[src/rtl/prism_sp_lmem_pkg.sv]
// Shared types for the SP local-memory access port: FSM states, response beat
// layout and the address-to-bank decode helper.
package prism_sp_lmem_pkg;

  localparam int LMEM_DW = 32;

  typedef enum logic [2:0] {
    ST_IDLE,
    ST_WRITE,
    ST_READ,
    ST_DRAIN,
    ST_ERR
  } lmem_state_t;

  typedef struct packed {
    logic [LMEM_DW-1:0] rdata;
    logic               err;
    logic               last;
  } lmem_rsp_t;

  // Bank field sits directly above the word field; a single bank always decodes to 0.
  function automatic logic [63:0] bank_of(input logic [63:0] addr, input int lsb, input int nbanks);
    if (nbanks <= 1) return '0;
    return addr >> lsb;
  endfunction

endpackage

[src/rtl/prism_sp_lmem_rsp_fifo.sv]
// Small synchronous FIFO holding response beats between the BRAM read pipe
// and the host response channel.
module prism_sp_lmem_rsp_fifo
  import prism_sp_lmem_pkg::*;
#(
  parameter type T     = lmem_rsp_t,
  parameter int  DEPTH = 2,
  localparam int CW    = $clog2(DEPTH + 1),
  localparam int PW    = (DEPTH > 1) ? $clog2(DEPTH) : 1
) (
  input  logic          clock,
  input  logic          reset,
  input  logic          push,
  input  T              din,
  input  logic          pop,
  output T              dout,
  output logic          empty,
  output logic          full,
  output logic [CW-1:0] count
);

  T              mem [DEPTH];
  logic [PW-1:0] wptr, rptr;
  logic          do_push, do_pop;

  assign empty   = (count == '0);
  assign full    = (count == CW'(DEPTH));
  assign do_push = push && !full;
  assign do_pop  = pop && !empty;
  assign dout    = mem[rptr];

  function automatic logic [PW-1:0] inc(input logic [PW-1:0] p);
    return (p == PW'(DEPTH - 1)) ? '0 : p + 1'b1;
  endfunction

  always_ff @(posedge clock)
    if (do_push) mem[wptr] <= din;

  always_ff @(posedge clock) begin
    if (reset) begin
      wptr  <= '0;
      rptr  <= '0;
      count <= '0;
    end else begin
      if (do_push) wptr <= inc(wptr);
      if (do_pop)  rptr <= inc(rptr);
      case ({do_push, do_pop})
        2'b10:   count <= count + 1'b1;
        2'b01:   count <= count - 1'b1;
        default: count <= count;
      endcase
    end
  end

endmodule

[src/rtl/prism_sp_lmem_access_port.sv]
// Host request/response port onto the B side of the SP local BRAMs: single
// writes, burst reads with credit-throttled issue into a latency-sized skid FIFO.
module prism_sp_lmem_access_port
  import prism_sp_lmem_pkg::*;
#(
  parameter int  NBANKS       = 3,
  parameter int  DATA_WIDTH   = 32,
  parameter int  BANK_AW      = 12,
  parameter int  READ_LATENCY = 1,
  parameter int  LEN_WIDTH    = 8,
  localparam int BE_W         = DATA_WIDTH / 8,
  localparam int OFF_W        = $clog2(BE_W),
  localparam int SEL_W        = $clog2(NBANKS),
  localparam int AW           = SEL_W + BANK_AW + OFF_W
) (
  input  logic                             clock,
  input  logic                             reset,
  input  logic                             req_valid,
  output logic                             req_ready,
  input  logic                             req_write,
  input  logic [AW-1:0]                    req_addr,
  input  logic [LEN_WIDTH-1:0]             req_len,
  input  logic [DATA_WIDTH-1:0]            req_wdata,
  input  logic [BE_W-1:0]                  req_wstrb,
  output logic                             rsp_valid,
  input  logic                             rsp_ready,
  output logic [DATA_WIDTH-1:0]            rsp_rdata,
  output logic                             rsp_err,
  output logic                             rsp_last,
  output logic [NBANKS-1:0]                mem_en,
  output logic [NBANKS-1:0][BE_W-1:0]      mem_be,
  output logic [BANK_AW-1:0]               mem_addr,
  output logic [DATA_WIDTH-1:0]            mem_din,
  input  logic [NBANKS-1:0][DATA_WIDTH-1:0] mem_dout
);

  localparam int DEPTH = READ_LATENCY + 1;
  localparam int CW    = $clog2(DEPTH + 1);
  localparam int BW    = (NBANKS > 1) ? SEL_W : 1;

  typedef struct packed {
    logic [DATA_WIDTH-1:0] rdata;
    logic                  err;
    logic                  last;
  } rsp_t;

  lmem_state_t             state, state_nxt;
  logic [BW-1:0]           bank_r;
  logic [BANK_AW-1:0]      addr_r;
  logic [LEN_WIDTH-1:0]    left_r;
  logic [DATA_WIDTH-1:0]   din_r;
  logic [BE_W-1:0]         wstrb_r;
  logic [CW-1:0]           credit;
  logic [READ_LATENCY-1:0] vld_pipe, last_pipe;
  logic [63:0]             req_bank;
  logic                    bank_ok, accept, pop, issue, take, push_rd, push;
  logic                    fifo_empty, fifo_full;
  logic [CW-1:0]           fifo_count;
  rsp_t                    push_rsp, head, rsp_q;

  assign req_bank = bank_of(64'(req_addr), OFF_W + BANK_AW, NBANKS);
  assign bank_ok  = (req_bank < 64'(NBANKS));
  assign accept   = req_valid && req_ready;
  assign pop      = rsp_valid && rsp_ready;

  always_ff @(posedge clock)
    if (reset) state <= ST_IDLE;
    else       state <= state_nxt;

  always_comb begin
    state_nxt = state;
    unique case (state)
      ST_IDLE:  if (req_valid) state_nxt = !bank_ok ? ST_ERR : (req_write ? ST_WRITE : ST_READ);
      ST_WRITE: state_nxt = ST_DRAIN;
      ST_ERR:   state_nxt = ST_DRAIN;
      ST_READ:  if (issue && left_r == '0) state_nxt = ST_DRAIN;
      ST_DRAIN: if (fifo_count == '0 && vld_pipe == '0) state_nxt = ST_IDLE;
      default:  state_nxt = ST_IDLE;
    endcase
  end

  // A pop in the same cycle frees a slot, so issue may reuse it immediately;
  // that bypass is what sustains one word per cycle with only L+1 entries.
  always_comb begin
    req_ready = (state == ST_IDLE);
    issue     = (state == ST_READ) && ((credit != '0 && !fifo_full) || pop);
    take      = issue || state == ST_WRITE || state == ST_ERR;
    push_rd   = vld_pipe[READ_LATENCY-1];
    push      = push_rd || state == ST_WRITE || state == ST_ERR;
    mem_en    = '0;
    mem_be    = '0;
    if (issue || state == ST_WRITE) mem_en[bank_r] = 1'b1;
    if (state == ST_WRITE)          mem_be[bank_r] = wstrb_r;
    push_rsp.rdata = push_rd ? mem_dout[bank_r] : '0;
    push_rsp.err   = (state == ST_ERR);
    push_rsp.last  = push_rd ? last_pipe[READ_LATENCY-1] : 1'b1;
  end

  assign mem_addr = addr_r;
  assign mem_din  = din_r;

  always_ff @(posedge clock) begin
    if (reset) begin
      bank_r  <= '0;
      addr_r  <= '0;
      left_r  <= '0;
      din_r   <= '0;
      wstrb_r <= '0;
    end else if (accept) begin
      bank_r  <= BW'(req_bank);
      addr_r  <= req_addr[OFF_W +: BANK_AW];
      left_r  <= req_len;
      din_r   <= req_wdata;
      wstrb_r <= req_wstrb;
    end else if (issue) begin
      addr_r  <= addr_r + 1'b1;
      left_r  <= left_r - 1'b1;
    end
  end

  always_ff @(posedge clock) begin
    if (reset) begin
      vld_pipe  <= '0;
      last_pipe <= '0;
      credit    <= CW'(DEPTH);
    end else begin
      vld_pipe[0]  <= issue;
      last_pipe[0] <= issue && left_r == '0;
      for (int i = 1; i < READ_LATENCY; i++) begin
        vld_pipe[i]  <= vld_pipe[i-1];
        last_pipe[i] <= last_pipe[i-1];
      end
      if (take && !pop)      credit <= credit - 1'b1;
      else if (pop && !take) credit <= credit + 1'b1;
    end
  end

  prism_sp_lmem_rsp_fifo #(
    .T     (rsp_t),
    .DEPTH (DEPTH)
  ) u_fifo (
    .clock (clock),
    .reset (reset),
    .push  (push),
    .din   (push_rsp),
    .pop   (pop),
    .dout  (head),
    .empty (fifo_empty),
    .full  (fifo_full),
    .count (fifo_count)
  );

  // Head storage is not reset, so mask it while empty.
  assign rsp_q     = fifo_empty ? '0 : head;
  assign rsp_valid = !fifo_empty;
  assign rsp_rdata = rsp_q.rdata;
  assign rsp_err   = rsp_q.err;
  assign rsp_last  = rsp_q.last;

endmodule

[config.mk]
export PLATFORM = sky130hd
export DESIGN_NAME = prism_sp_lmem_access_port
export DESIGN_NICKNAME = d
export VERILOG_FILES = /design/src/rtl/prism_sp_lmem_pkg.sv /design/src/rtl/prism_sp_lmem_rsp_fifo.sv /design/src/rtl/prism_sp_lmem_access_port.sv
export SDC_FILE = /design/constraint.sdc
export NUM_CORES = 1
export LEC_CHECK = 0
export CAP_MARGIN = 20
export CORE_MARGIN = 3
export CORE_UTILIZATION = 35
export CTS_CLUSTER_SIZE = 10
export DETAILED_ROUTE_END_ITERATION = 10
export PLACE_DENSITY = 0.71
export SLEW_MARGIN = 20
export SYNTH_ARGS = -nofsm -noshare
export SYNTH_HDL_FRONTEND = slang
export SYNTH_SLANG_ARGS = --single-unit
[constraint.sdc]
create_clock -name clock -period 3.8 [get_ports clock]
set_input_delay 0.76 -clock clock [delete_from_list [all_inputs] [get_ports clock]]
set_output_delay 0.76 -clock clock [all_outputs]
set_load 0.005 [all_outputs]
After elaboration in Yosys (flattened, before gate mapping) --
Memory sizes are Yosys's and may differ from the RTL's. A register that Yosys moved wholly into a read port is not among the register bits. Index checks and enable logic that the tools add are counted.
Storage, ports and cells: flip-flop bits (word level) 69, ROM bits 0, bits in latches 0, bits in writable memories 68, logic and storage cells 95, memories 1, output and inout bits 95
Operators by class: magnitude comparators 3, $mul 0, shift-type cells 0, muxes and demuxes 30, equal/unequal tests 10, reduce and logical (&&, ||, !) cells 29, bitwise logic cells 2, div/mod/pow operators 0, add/subtract/negate cells 8
Memory list:
- u_fifo.mem | words 2, bits a word 34, read ports 1, clocked after Yosys merged registers in 1, write ports 1, line prism_sp_lmem_rsp_fifo.sv:22 | T mem [DEPTH];
Operators with widths (count):
- binary-select mux 32 bit (select 2 bit) | 1
- two-way mux 32 bit | 2
- two-way mux 12 bit | 3
- two-way mux 34 bit | 1
- two-way mux 8 bit | 2
- two-way mux 3 bit | 5
- adder 12 x 1 -> 12 bit (second input constant) | 1
- bitwise AND 12 bit | 1
- one-hot mux 3 bit (4 select lines) | 1
- logical AND 1 bit | 11
- demux 4 bit (select 2 bit) | 1
- logical NOT 8 bit | 1
- two-way mux 1 bit | 8
- nonzero test 2 bit | 4
- subtractor 8 x 1 -> 8 bit (second input constant) | 1
- equality test 3 x 2 -> 1 bit (second input constant) | 2
- two-way mux 2 bit | 3
- inequality test 2 bit (second input constant) | 3
- logical OR 1 bit | 5
- adder 2 x 1 -> 2 bit (second input constant) | 2
- equality test 2 bit (second input constant) | 2
- logical NOT 1 bit | 4
- two-way mux 4 bit | 1
- one-hot mux 2 bit (2 select lines) | 1
- 14 further kinds | 16

Logic depth before layout (Yosys ltp) --
Gate-level depths: netlist (run 1).
depth after elaboration 11, depth in mapped cells 9, depth with buffers taken out 7

Cells and area by module --
Synthesis (run 1) repeated with hierarchy kept, for this count alone.
Unflattened totals: cell total of the unflattened synthesis 680, area total of the unflattened synthesis 6668.9 um^2
By module, submodules not included:
- prism_sp_lmem_access_port | sequential area each 1301.2 um^2, cells each 548, times used 1, area each 4000.1 um^2
- prism_sp_lmem_rsp_fifo | sequential area each 2142.1 um^2, cells each 132, times used 1, area each 2668.8 um^2

Worst setup path after synthesis (run 1) --
Ideal clock, no wire load.
path kind reg-to-reg, start point reg state[0], end point mem u_fifo.mem[0][0] (netlist name) (enable), slack 0.802 ns, clock period less this slack 2.998 ns, library setup time 0.425 ns, cell stages (with the launch flop) 4, arrival time 2.573 ns, cell sequence dfxtp_1 > nor3b_1 > o32ai_1 > nor2_1
Between the ends: cells in the longest elaborated chain, start to end 6, elaborated cells between the ends (all ways) 7
RTL lines:
- from (decl) | line prism_sp_lmem_access_port.sv:47 | lmem_state_t state, state_nxt;
- from (signal assigned) | line prism_sp_lmem_access_port.sv:68 | else state <= state_nxt;
- equality test 3 x 1 -> 1 bit | line prism_sp_lmem_access_port.sv:89 | push = push_rd || state == ST_WRITE || state == ST_ERR;
- logical OR 1 bit | line prism_sp_lmem_access_port.sv:89
- logical OR 1 bit (*) | line prism_sp_lmem_access_port.sv:89
- logical AND 1 bit (*) | line prism_sp_lmem_rsp_fifo.sv:28 | assign do_push = push && !full;
- two-way mux 1 bit (*) | line prism_sp_lmem_rsp_fifo.sv:37 | if (do_push) mem[wptr] <= din;
- two-way mux 1 bit (not written as such) (*) | line prism_sp_lmem_rsp_fifo.sv:37
- to (decl) | line prism_sp_lmem_rsp_fifo.sv:22
Mark *: on every way between the ends. The rest lies on a longest branch, timed or not.

Worst setup path after layout (run 1) --
start point in rsp_ready, end point out mem_en[0]
Between the ends: cells in the longest elaborated chain, start to end 5
RTL lines:
- from (decl) | line prism_sp_lmem_access_port.sv:26 | input logic rsp_ready,
- logical AND 1 bit | line prism_sp_lmem_access_port.sv:64 | assign pop = rsp_valid && rsp_ready;
- logical OR 1 bit | line prism_sp_lmem_access_port.sv:86 | issue = (state == ST_READ) && ((credit != '0 && !fifo_full) || pop);
- logical AND 1 bit | line prism_sp_lmem_access_port.sv:86
- logical OR 1 bit | line prism_sp_lmem_access_port.sv:92 | if (issue || state == ST_WRITE) mem_en[bank_r] = 1'b1;
- two-way mux 3 bit | line prism_sp_lmem_access_port.sv:92
- to (decl) | line prism_sp_lmem_access_port.sv:30 | output logic [NBANKS-1:0] mem_en,
Every way passes these cells.

==> results.json, run 1 <==
{
  "hpwlAfterDp_um": 13400,
  "r2r_end": "u_fifo.count[1]",
  "area_growth_pct": 52.1,
  "hold_viol_final": 0,
  "avgSynthCellArea_sq_um": 9.53,
  "finalNonFillerCells": 1169,
  "yosys_most_used_dff": "dfxtp_1",
  "path_max_fanout": 5,
  "design.die.area_sq_mm": 0.0204,
  "synth-compound-area-share_pct": 10.8,
  "yosys_warnings": 0,
  "ctsHoldBuffers": 0,
  "synth_mux_area_share_pct": 10.2,
  "multi_input_area_sq_mm": 0.00291,
  "grt_remaining_overflow": 0,
  "clock_path_buffers": 2,
  "cts_tree": "yes",
  "dr.pass1.iters": 4,
  "diodes": 0,
  "grtUsageTotal_pct": 18.2,
  "synthXorXnorAreaFrac_pct": 1.07,
  "gp_congestion": 0.767,
  "setup_tns_ns": 0,
  "rsz0062_at_grt": "false",
  "finalInstanceArea_sq_mm": 0.00995,
  "rows": 49,
  "rrSetupSlack_ns": 1.25,
  "yosys.area_share.simple_pct": 20.9,
  "drt_wl_total_um": 19100,
  "clkSlewWorstSetupHoldPaths_ns": 0.06,
  "cp.required_ns": 3.04,
  "fin_skew_ns": 0.00795,
  "ys_seq_area_share_pct": 52.6,
  "timing.final.crit_share_pct": 87.1,
  "grt_pass1_wl_um": 29100,
  "clock_latency_ns": 0.41,
  "critical_path_class": "in -> out",
  "startpoint": "rsp_ready",
  "cts_root_buf": "clkbuf_16",
  "io_pins": 256,
  "post_cts_buffers": 0,
  "netlist_instances": 687,
  "drt_iter0_drc": 287,
  "num-fill-cells": 1662,
  "synth_area_sq_mm": 0.00655,
  "synthArstFlopShare_pct": 0,
  "core_area_sq_mm": 0.0181,
  "layout.nets": 1093,
  "r2r_cells": 6,
  "regArea_sq_mm": 0.00345,
  "setup_viol": 0,
  "holdCritPathClass": "reg -> reg",
  "avgViaCountPerCell": 5.02,
  "max_freq_ghz": 0.302,
  "ir_worst_vdd_uv": 277,
  "synth_top_family_by_area": "simple AND/OR/NAND/NOR gates",
  "placed_cell_area_sq_mm": 0.00933,
  "p_total_w": 0.00570,
  "reg2reg_from": "state[2]",
  "slew_viol_final": 0,
  "cts_buffers": 17,
  "cp-end-kind": "primary output",
  "cts.sinks": 138,
  "outcome": "complete, no violations",
  "hold_start": "mem_din[20]",
  "wire_per_inst_um": 16.3,
  "cp.arrival_ns": 2.55,
  "max-cap-violations": 0,
  "die_x_um": 143,
  "power_density_mw_per_mm2": 572,
  "grt_max_degree": 41,
  "route.detailed.drc": 0,
  "via_count": 5865,
  "p_leak_nw": 3.41,
  "start_util_pct": 36.1,
  "synthDistinctLibCells": 45,
  "maxSlewHeadroom_pct": 29.8,
  "antenna_found_initial": 0,
  "grt_pass1_vias": 5635,
  "max_slew.worst_pin.slew_ns": 1.05,
  "start_kind": "primary input",
  "drtAntennaViolNets": 0,
  "synth_seq_cells": 138,
  "endpoint": "mem_en[0]",
  "fin_crit_ns": 3.31,
  "cts_resized": 0,
  "cts_max_level": 4,
  "synth_edf_count": 68,
  "die_h_um": 143,
  "synthAdderAreaFrac_pct": 0.956,
  "port_buffers": 253,
  "syn_nets": 853,
  "layout-drive-gt1-share_pct": 6.49,
  "dp.cells": 1137
}
[metrics by stage]
| step | hold slack, ns | util (%) | setup WS, ns |
|---|---|---|---|
| floorplan | 0.437 | - | 0.802 |
| global placement | 0.440 | 51.4 | 0.502 |
| CTS | 0.454 | 54.9 | 0.483 |
| finish | 0.452 | 54.9 | 0.490 |
| global route | 0.470 | 54.9 | 0.318 |
| detailed placement | 0.446 | 51.4 | 0.480 |
[worst min path at each step]
stage | endpoint | depth (start not counted)
2_1_floorplan | wstrb_r[0] | 2
3_3_place_gp | mem_din[20] | 2
3_5_place_dp | mem_din[24] | 2
4_1_cts | mem_din[15] | 2
5_1_grt | mem_din[15] | 2
6_report | mem_din[20] | 2
[cell usage after synthesis, types with 2 or more instances]
master,number,area (sq um)
or3_2,2,15.0
nor2_1,76,285
mux2i_1,67,671
ha_1,5,62.6
xor2_1,3,26.3
nand4_1,4,25.0
edfxtp_1,68,2040
o21ai_0,39,195
and2_1,34,213
or4b_2,2,20.0
and3_1,6,37.5
xnor2_1,5,43.8
buf_2,2,10.0
a2111oi_0,3,26.3
nand2_1,124,465
buf_6,2,22.5
a21oi_1,43,215
buf_1,5,18.8
nor3_1,10,50.1
or3_1,7,43.8
o41ai_1,2,17.5
nor3b_1,3,22.5
dfxtp_1,70,1400
nand2b_1,4,25.0
nor4b_1,2,17.5
and4_1,2,17.5
clkbuf_1,39,146
or4_1,7,52.6
o31ai_1,5,37.5
nand3_1,6,30.0
a211oi_1,5,37.5
nor4_1,5,31.3
inv_1,8,30.0
a311oi_1,11,96.3
[final cells by class]
| cell class | instances | share of cell area, % |
|---|---|---|
| flip-flops and latches | 138 | 34.6 |
| multi-input cells | 493 | 29.2 |
| well taps | 229 | 2.88 |
| clock buffers | 18 | 4.31 |
| inverters | 8 | 0.302 |
| repair buffers | 269 | 26.7 |
| clock inverters | 14 | 1.97 |
[layer usage]
metal / part of all wire [%] / up-vias / global-route usage, %
met5: 0 / - / 0
met1: 43 / 2705 / 22.2
li1: - / 2923 / -
met4: 0.90 / 0 / 4.45
met3: 11 / 12 / 8.24
met2: 45 / 225 / 29.3
[sequential cells by signal, indices dropped and copies added, names as in the netlist, named ones only]
register and count:
u_fifo.rptr 1, u_fifo.count 2, mem_din 32, state 3, credit 2, wstrb_r 4
push_rd 1, u_fifo.wptr 1, u_fifo.mem 68, last_pipe 1, bank_r 2, left_r 8
mem_addr 12
[cells by family after synthesis]
group	count (synthesis)
buffers and inverters	56
flip-flops	138
multiplexers	67
adder cells (fa/ha/maj)	5
AND/OR/NAND/NOR	296
XOR/XNOR	8
AO/OA/AOI/OAI	117
[placed cells by master (no fill, tap or decap), types with 5 or more instances in the layout]
cell type and n:
and2_1 34, clkbuf_16 17, o31ai_1 5, ha_1 5
or3_1 7, edfxtp_1 68, o21ai_0 39, or4_1 7
xnor2_1 5, inv_1 8, nor3_1 10, nand3_1 6
nor4_1 5, a21oi_1 43, nor2_1 73, clkinv_4 5
buf_4 15, clkdlybuf4s50_1 252, a311oi_1 11, dfxtp_1 68
mux2i_1 67, and3_1 6, nand2_1 124
[worst max-delay path, stage by stage]
cell	delay [ns]
clkdlybuf4s50_1	0.42
nor3b_1	0.55
a211oi_2	0.08
nor2_1	0.20
nor3_1	0.06
clkdlybuf4s50_1	0.47
[power breakdown]
| part | total (W) | switching (W) | internal (W) |
|---|---|---|---|
| registers | 0.00206 | 0.000165 | 0.00190 |
| clock network | 0.00174 | 0.000637 | 0.00110 |
| logic | 0.00190 | 0.000943 | 0.000954 |
| total | 0.00570 | 0.00174 | 0.00395 |
No activity file was read; power rests on OpenSTA's default activity.
==> run 2: changes to the inputs <==
--- a/config.mk
+++ b/config.mk
@@ -13,3 +13,2 @@
 export PLACE_DENSITY = 0.71
-export SLEW_MARGIN = 20
 export SYNTH_ARGS = -nofsm -noshare
==> constraint.sdc (replaced) <==
create_clock -name clock -period 3.8 [get_ports clock]
set_input_delay 0.38 -clock clock [delete_from_list [all_inputs] [get_ports clock]]
set_output_delay 0.38 -clock clock [all_outputs]
set_load 0.005 [all_outputs]
==> run 2 against run 1 <==
Net effect:
- clock power decreased by 3%
- wire length is 1.3% higher
- setup slack improved by 0.33 ns
- worst hold slack gained 0.0016 ns
- highest routed layer unchanged
- global-route usage up 0.26 points
- die area is the same
- count of clock-buffer cells in the layout shrank 1
- utilization fell by 0.076 points
- critical endpoint unchanged
- sequential power grew 2%
==> results.json, run 2 (synthesized netlist as in run 1, its figures left out) <==
{
  "fin_skew_ns": 0.00678,
  "setup_viol": 0,
  "clkSlewWorstSetupHoldPaths_ns": 0.06,
  "clock_path_buffers": 2,
  "power_density_mw_per_mm2": 569,
  "rows": 49,
  "num-fill-cells": 1654,
  "grt_pass1_vias": 5632,
  "grtUsageTotal_pct": 18.4,
  "start_kind": "flop",
  "ir_worst_vdd_uv": 288,
  "antenna_found_initial": 0,
  "hold_viol_final": 0,
  "final_cell_mix": "clkdlybuf4s50_1 (252), nand2_1 (124), nor2_1 (73)",
  "clock_latency_ns": 0.41,
  "utilization_pct": 54.8,
  "r2r_end": "u_fifo.count[1]",
  "die_h_um": 143,
  "via_count": 5910,
  "drt_iter0_drc": 331,
  "layout.nets": 1094,
  "grt_pass1_wl_um": 29600,
  "hpwlAfterDp_um": 13500,
  "path_max_fanout": 14,
  "drt_wl_total_um": 19300,
  "largest_register_ffs": 68,
  "ctsHoldBuffers": 0,
  "rrSetupSlack_ns": 1.32,
  "avgViaCountPerCell": 5.06,
  "rsz0062_at_grt": "false",
  "layout-drive-gt1-share_pct": 6.38,
  "route.detailed.drc": 0,
  "die_x_um": 143,
  "max_freq_ghz": 0.335,
  "cts.sinks": 138,
  "cp.arrival_ns": 2.60,
  "outcome": "complete, no violations",
  "slew_viol_final": 0,
  "port_buffers": 253,
  "regMostFlops": "u_fifo.mem",
  "startpoint": "state[1]",
  "endpoint": "mem_en[0]",
  "cp.required_ns": 3.42,
  "io_pins": 256,
  "gp_congestion": 0.753,
  "maxSlewHeadroom_pct": 36.1,
  "dr.pass1.iters": 4,
  "grt_remaining_overflow": 0,
  "max_slew.worst_pin.slew_ns": 0.955,
  "mostFrequentLayoutCell": "clkdlybuf4s50_1",
  "holdCritPathClass": "reg -> reg",
  "p_total_w": 0.00565,
  "area_growth_pct": 51.9,
  "diodes": 0,
  "post_cts_buffers": 0,
  "cts_buffers": 17,
  "max-cap-violations": 0,
  "core_area_sq_mm": 0.0181,
  "r2r_cells": 6,
  "cts_tree": "yes",
  "cts_root_buf": "clkbuf_16",
  "reg2reg_from": "state[2]",
  "start_util_pct": 36.1,
  "cts_resized": 0,
  "drtAntennaViolNets": 0,
  "cp-end-kind": "primary output",
  "hold_start": "mem_din[16]",
  "timing.final.crit_share_pct": 78.5,
  "cts_max_level": 4,
  "p_leak_nw": 3.42,
  "design.die.area_sq_mm": 0.0204,
  "grt_max_degree": 50,
  "fin_crit_ns": 2.98,
  "wire_per_inst_um": 16.5,
  "critical_path_class": "reg -> out",
  "setup_tns_ns": 0
}
==> run 2: changes by cell type in the layout (fill, tap and decap cells not counted), sizes merged <==
cell	before	now
buf	17	18
clkbuf	18	17
==> run 2: layout make-up <==
cell class	count	area, sq um	share of cell area (%)
Inverter	8	30.0	0.302
Clock buffer	17	425	4.28
Sequential cell	138	3450	34.7
Multi-Input combinational cell	493	2910	29.2
Tap cell	229	287	2.88
Timing Repair Buffer	270	2670	26.8
Clock inverter	14	179	1.80
==> run 2: per-stage QoR <==
step,hold slack [ns],std cells,cell area (sq um),worst slack (ns)
floorplan,0.437,687,6550,0.802
global placement,0.440,1137,9320,1.05
detailed placement,0.447,1137,9320,0.980
CTS,0.454,1168,9920,0.803
global route,0.470,1169,9940,0.657
finish,0.453,1169,9940,0.817
==> run 2: where the power goes <==
part / internal (W) / leakage (nW) / total (W) / switching (W)
Clock: 0.00109 / 0.291 / 0.00169 / 0.000606
Combinational: 0.000955 / 1.93 / 0.00185 / 0.000895
Sequential: 0.00190 / 1.19 / 0.00211 / 0.000215
==> run 2: worst min-delay path by stage <==
stage | to | slack, ns | cells past startpoint
floorplan | wstrb_r[0] | 0.44 | 2
global placement | mem_din[17] | 0.44 | 2
finish | mem_din[16] | 0.45 | 2
global route | mem_din[28] | 0.47 | 2
CTS | mem_din[16] | 0.45 | 2
detailed placement | mem_din[0] | 0.45 | 2
==> run 2: critical path: stages, from the launching register on <==
cell and delay, ns:
dfxtp_1 0.45, or3b_1 0.48, a211oi_2 0.25, buf_4 0.24
nor2_1 0.10, nor3_1 0.14, clkdlybuf4s50_1 0.53
==> run 2: metal layers <==
metal / share of wire [%] / wire length, um / vias up / global-route usage, %
li1: - / - / 2915 / -
met1: 43 / 8360 / 2734 / 22.9
met2: 45 / 8730 / 243 / 30.0
met3: 10 / 1960 / 18 / 6.80
met4: 1.4 / 268 / 0 / 5.55
met5: 0 / 0 / - / 0
==> run 3: changes to the inputs <==
Clock period 3.8 ns to 3.1 ns, I/O delays scaled along.
==> run 3 against run 2 <==
Net effect:
- utilization is essentially flat
- critical endpoint unchanged
- setup slack lost 0.48 ns
- wire length grew 0.45%
- first-iteration DRC count shrank 23%
- highest routed layer unchanged
- largest power group unchanged
==> results.json, run 3 (synthesized netlist as in run 1, its figures left out) <==
{
  "max-cap-violations": 0,
  "start_kind": "flop",
  "regMostFlops": "u_fifo.mem",
  "p_int_w": 0.00476,
  "wire_per_inst_um": 16.5,
  "die_x_um": 143,
  "die_h_um": 143,
  "hold_viol_final": 0,
  "cts_resized": 0,
  "drtAntennaViolNets": 0,
  "cts_root_buf": "clkbuf_16",
  "path_max_fanout": 8,
  "holdCritPathClass": "in -> reg",
  "r2r_cells": 6,
  "maxSlewHeadroom_pct": 55.3,
  "combPwrFrac_pct": 33.5,
  "path_cells": "or3b_1, a211oi_2, nor2_1, nor3_1, clkdlybuf4s50_1",
  "whs_endpoint": "u_fifo.count[0]",
  "rows": 49,
  "grtUsageTotal_pct": 18.5,
  "rrSetupSlack_ns": 0.77,
  "grt_remaining_overflow": 0,
  "rsz0062_at_grt": "false",
  "port_buffers": 253,
  "dp.cells": 1141,
  "power_switching_w": 0.00211,
  "fin_skew_ns": 0.00526,
  "critical_path_class": "reg -> out",
  "drt_wl_total_um": 19400,
  "max_freq_ghz": 0.362,
  "power_density_mw_per_mm2": 691,
  "clkSlewWorstSetupHoldPaths_ns": 0.06,
  "ir_worst_vdd_uv": 323,
  "layout.nets": 1097,
  "io_pins": 256,
  "final_cell_mix": "clkdlybuf4s50_1 (252), nand2_1 (124), nor2_1 (73)",
  "cts_tree": "yes",
  "cp_slowest_cell": "clkdlybuf4s50_1",
  "utilization_pct": 54.8,
  "seq_power_share_pct": 37.5,
  "antenna_found_initial": 0,
  "post_cts_buffers": 0,
  "finalNonFillerCells": 1173,
  "cts_max_level": 4,
  "finalInstanceArea_sq_mm": 0.00994,
  "clkPwrFrac_pct": 29.1,
  "area_growth_pct": 51.9,
  "reg2reg_from": "u_fifo.count[0]",
  "cts.sinks": 138,
  "r2r_end": "credit[1]",
  "core_area_sq_mm": 0.0181,
  "design.die.area_sq_mm": 0.0204,
  "dr.pass1.iters": 5,
  "hold_start": "reset",
  "mostFrequentLayoutCell": "clkdlybuf4s50_1",
  "clock_path_buffers": 2,
  "drt_iter0_drc": 256,
  "cp_slowest_stage_delay_ns": 0.55,
  "start_util_pct": 36.1,
  "netSwitchingFraction_pct": 30.7,
  "setup_tns_ns": 0,
  "grt_pass1_vias": 5738,
  "ctsHoldBuffers": 0,
  "grt_max_degree": 41,
  "hpwlAfterDp_um": 14100,
  "grt_pass1_wl_um": 29600,
  "setup_viol": 0,
  "largest_register_ffs": 68,
  "diodes": 0,
  "timing.final.crit_share_pct": 89.1,
  "p_leak_nw": 3.41,
  "max_slew.worst_pin.slew_ns": 0.670,
  "hold_path_depth": 2,
  "layout-drive-gt1-share_pct": 6.46,
  "cp.required_ns": 2.79,
  "cp-end-kind": "primary output",
  "outcome": "complete, no violations",
  "fin_crit_ns": 2.76,
  "hold_slack_ns": 0.431,
  "clock_latency_ns": 0.41,
  "route.detailed.drc": 0,
  "cts_buffers": 17,
  "slew_viol_final": 0,
  "placed_cell_area_sq_mm": 0.00936,
  "avgViaCountPerCell": 5.01,
  "via_count": 5875,
  "cp.arrival_ns": 2.45,
  "gp_congestion": 0.744
}
run 3: cell count changes in the layout (fill, tap and decap cells not counted), sizes merged:
cell and change:
buf +3, clkinv -2, inv +1, bufinv -1
clkbuf +2, clkinvlp +1
run 3: worst max-delay path by stage:
stage	start	to	depth (start not counted)
CTS	state[1]	mem_en[0]	5
finish	state[1]	mem_en[0]	5
global route	state[1]	mem_en[0]	5
global placement	rsp_ready	credit[1]	7
detailed placement	rsp_ready	credit[1]	7
floorplan	state[0]	u_fifo.mem[0][0]	3
run 3: final cells by class:
cell class                      instances  area, sq um
Inverter                                8         30.0
Tap cell                              229          287
Clock buffer                           19          433
Sequential cell                       138         3450
Multi-Input combinational cell        493         2910
Clock inverter                         13          150
Fill cell                            1664         8210
Timing Repair Buffer                  273         2690
run 3: layer usage:
| layer | GRT usage [%] | routed length (um) | vias to the layer above |
|---|---|---|---|
| met5 | 0 | 0 | - |
| met3 | 8.27 | 2110 | 17 |
| met1 | 21.6 | 8070 | 2714 |
| li1 | - | - | 2920 |
| met4 | 4.50 | 237 | 0 |
| met2 | 31.2 | 9000 | 224 |
run 3: worst max-delay path: cells and delay by family (launching register included):
family	cells	cell delay (ns)
AND/OR/NAND/NOR	3	0.75
flip-flops	1	0.45
AO/OA/AOI/OAI	1	0.31
buffers and inverters	1	0.55
run 3: power by group through the flow:
stage               registers [W]  logic (W)  clock network, W
finish                    0.00257    0.00230           0.00200
CTS                       0.00258    0.00234           0.00206
floorplan                 0.00251    0.00122                 0
global placement          0.00259    0.00230                 0
detailed placement        0.00261    0.00233                 0
global route              0.00262    0.00253           0.00214
run 3: per-stage QoR:
step / setup slack, ns / total power [W]
finish: 0.339 / 0.00687
global route: 0.229 / 0.00729
CTS: 0.325 / 0.00697
detailed placement: 0.522 / 0.00494
global placement: 0.603 / 0.00489
floorplan: 0.102 / 0.00374
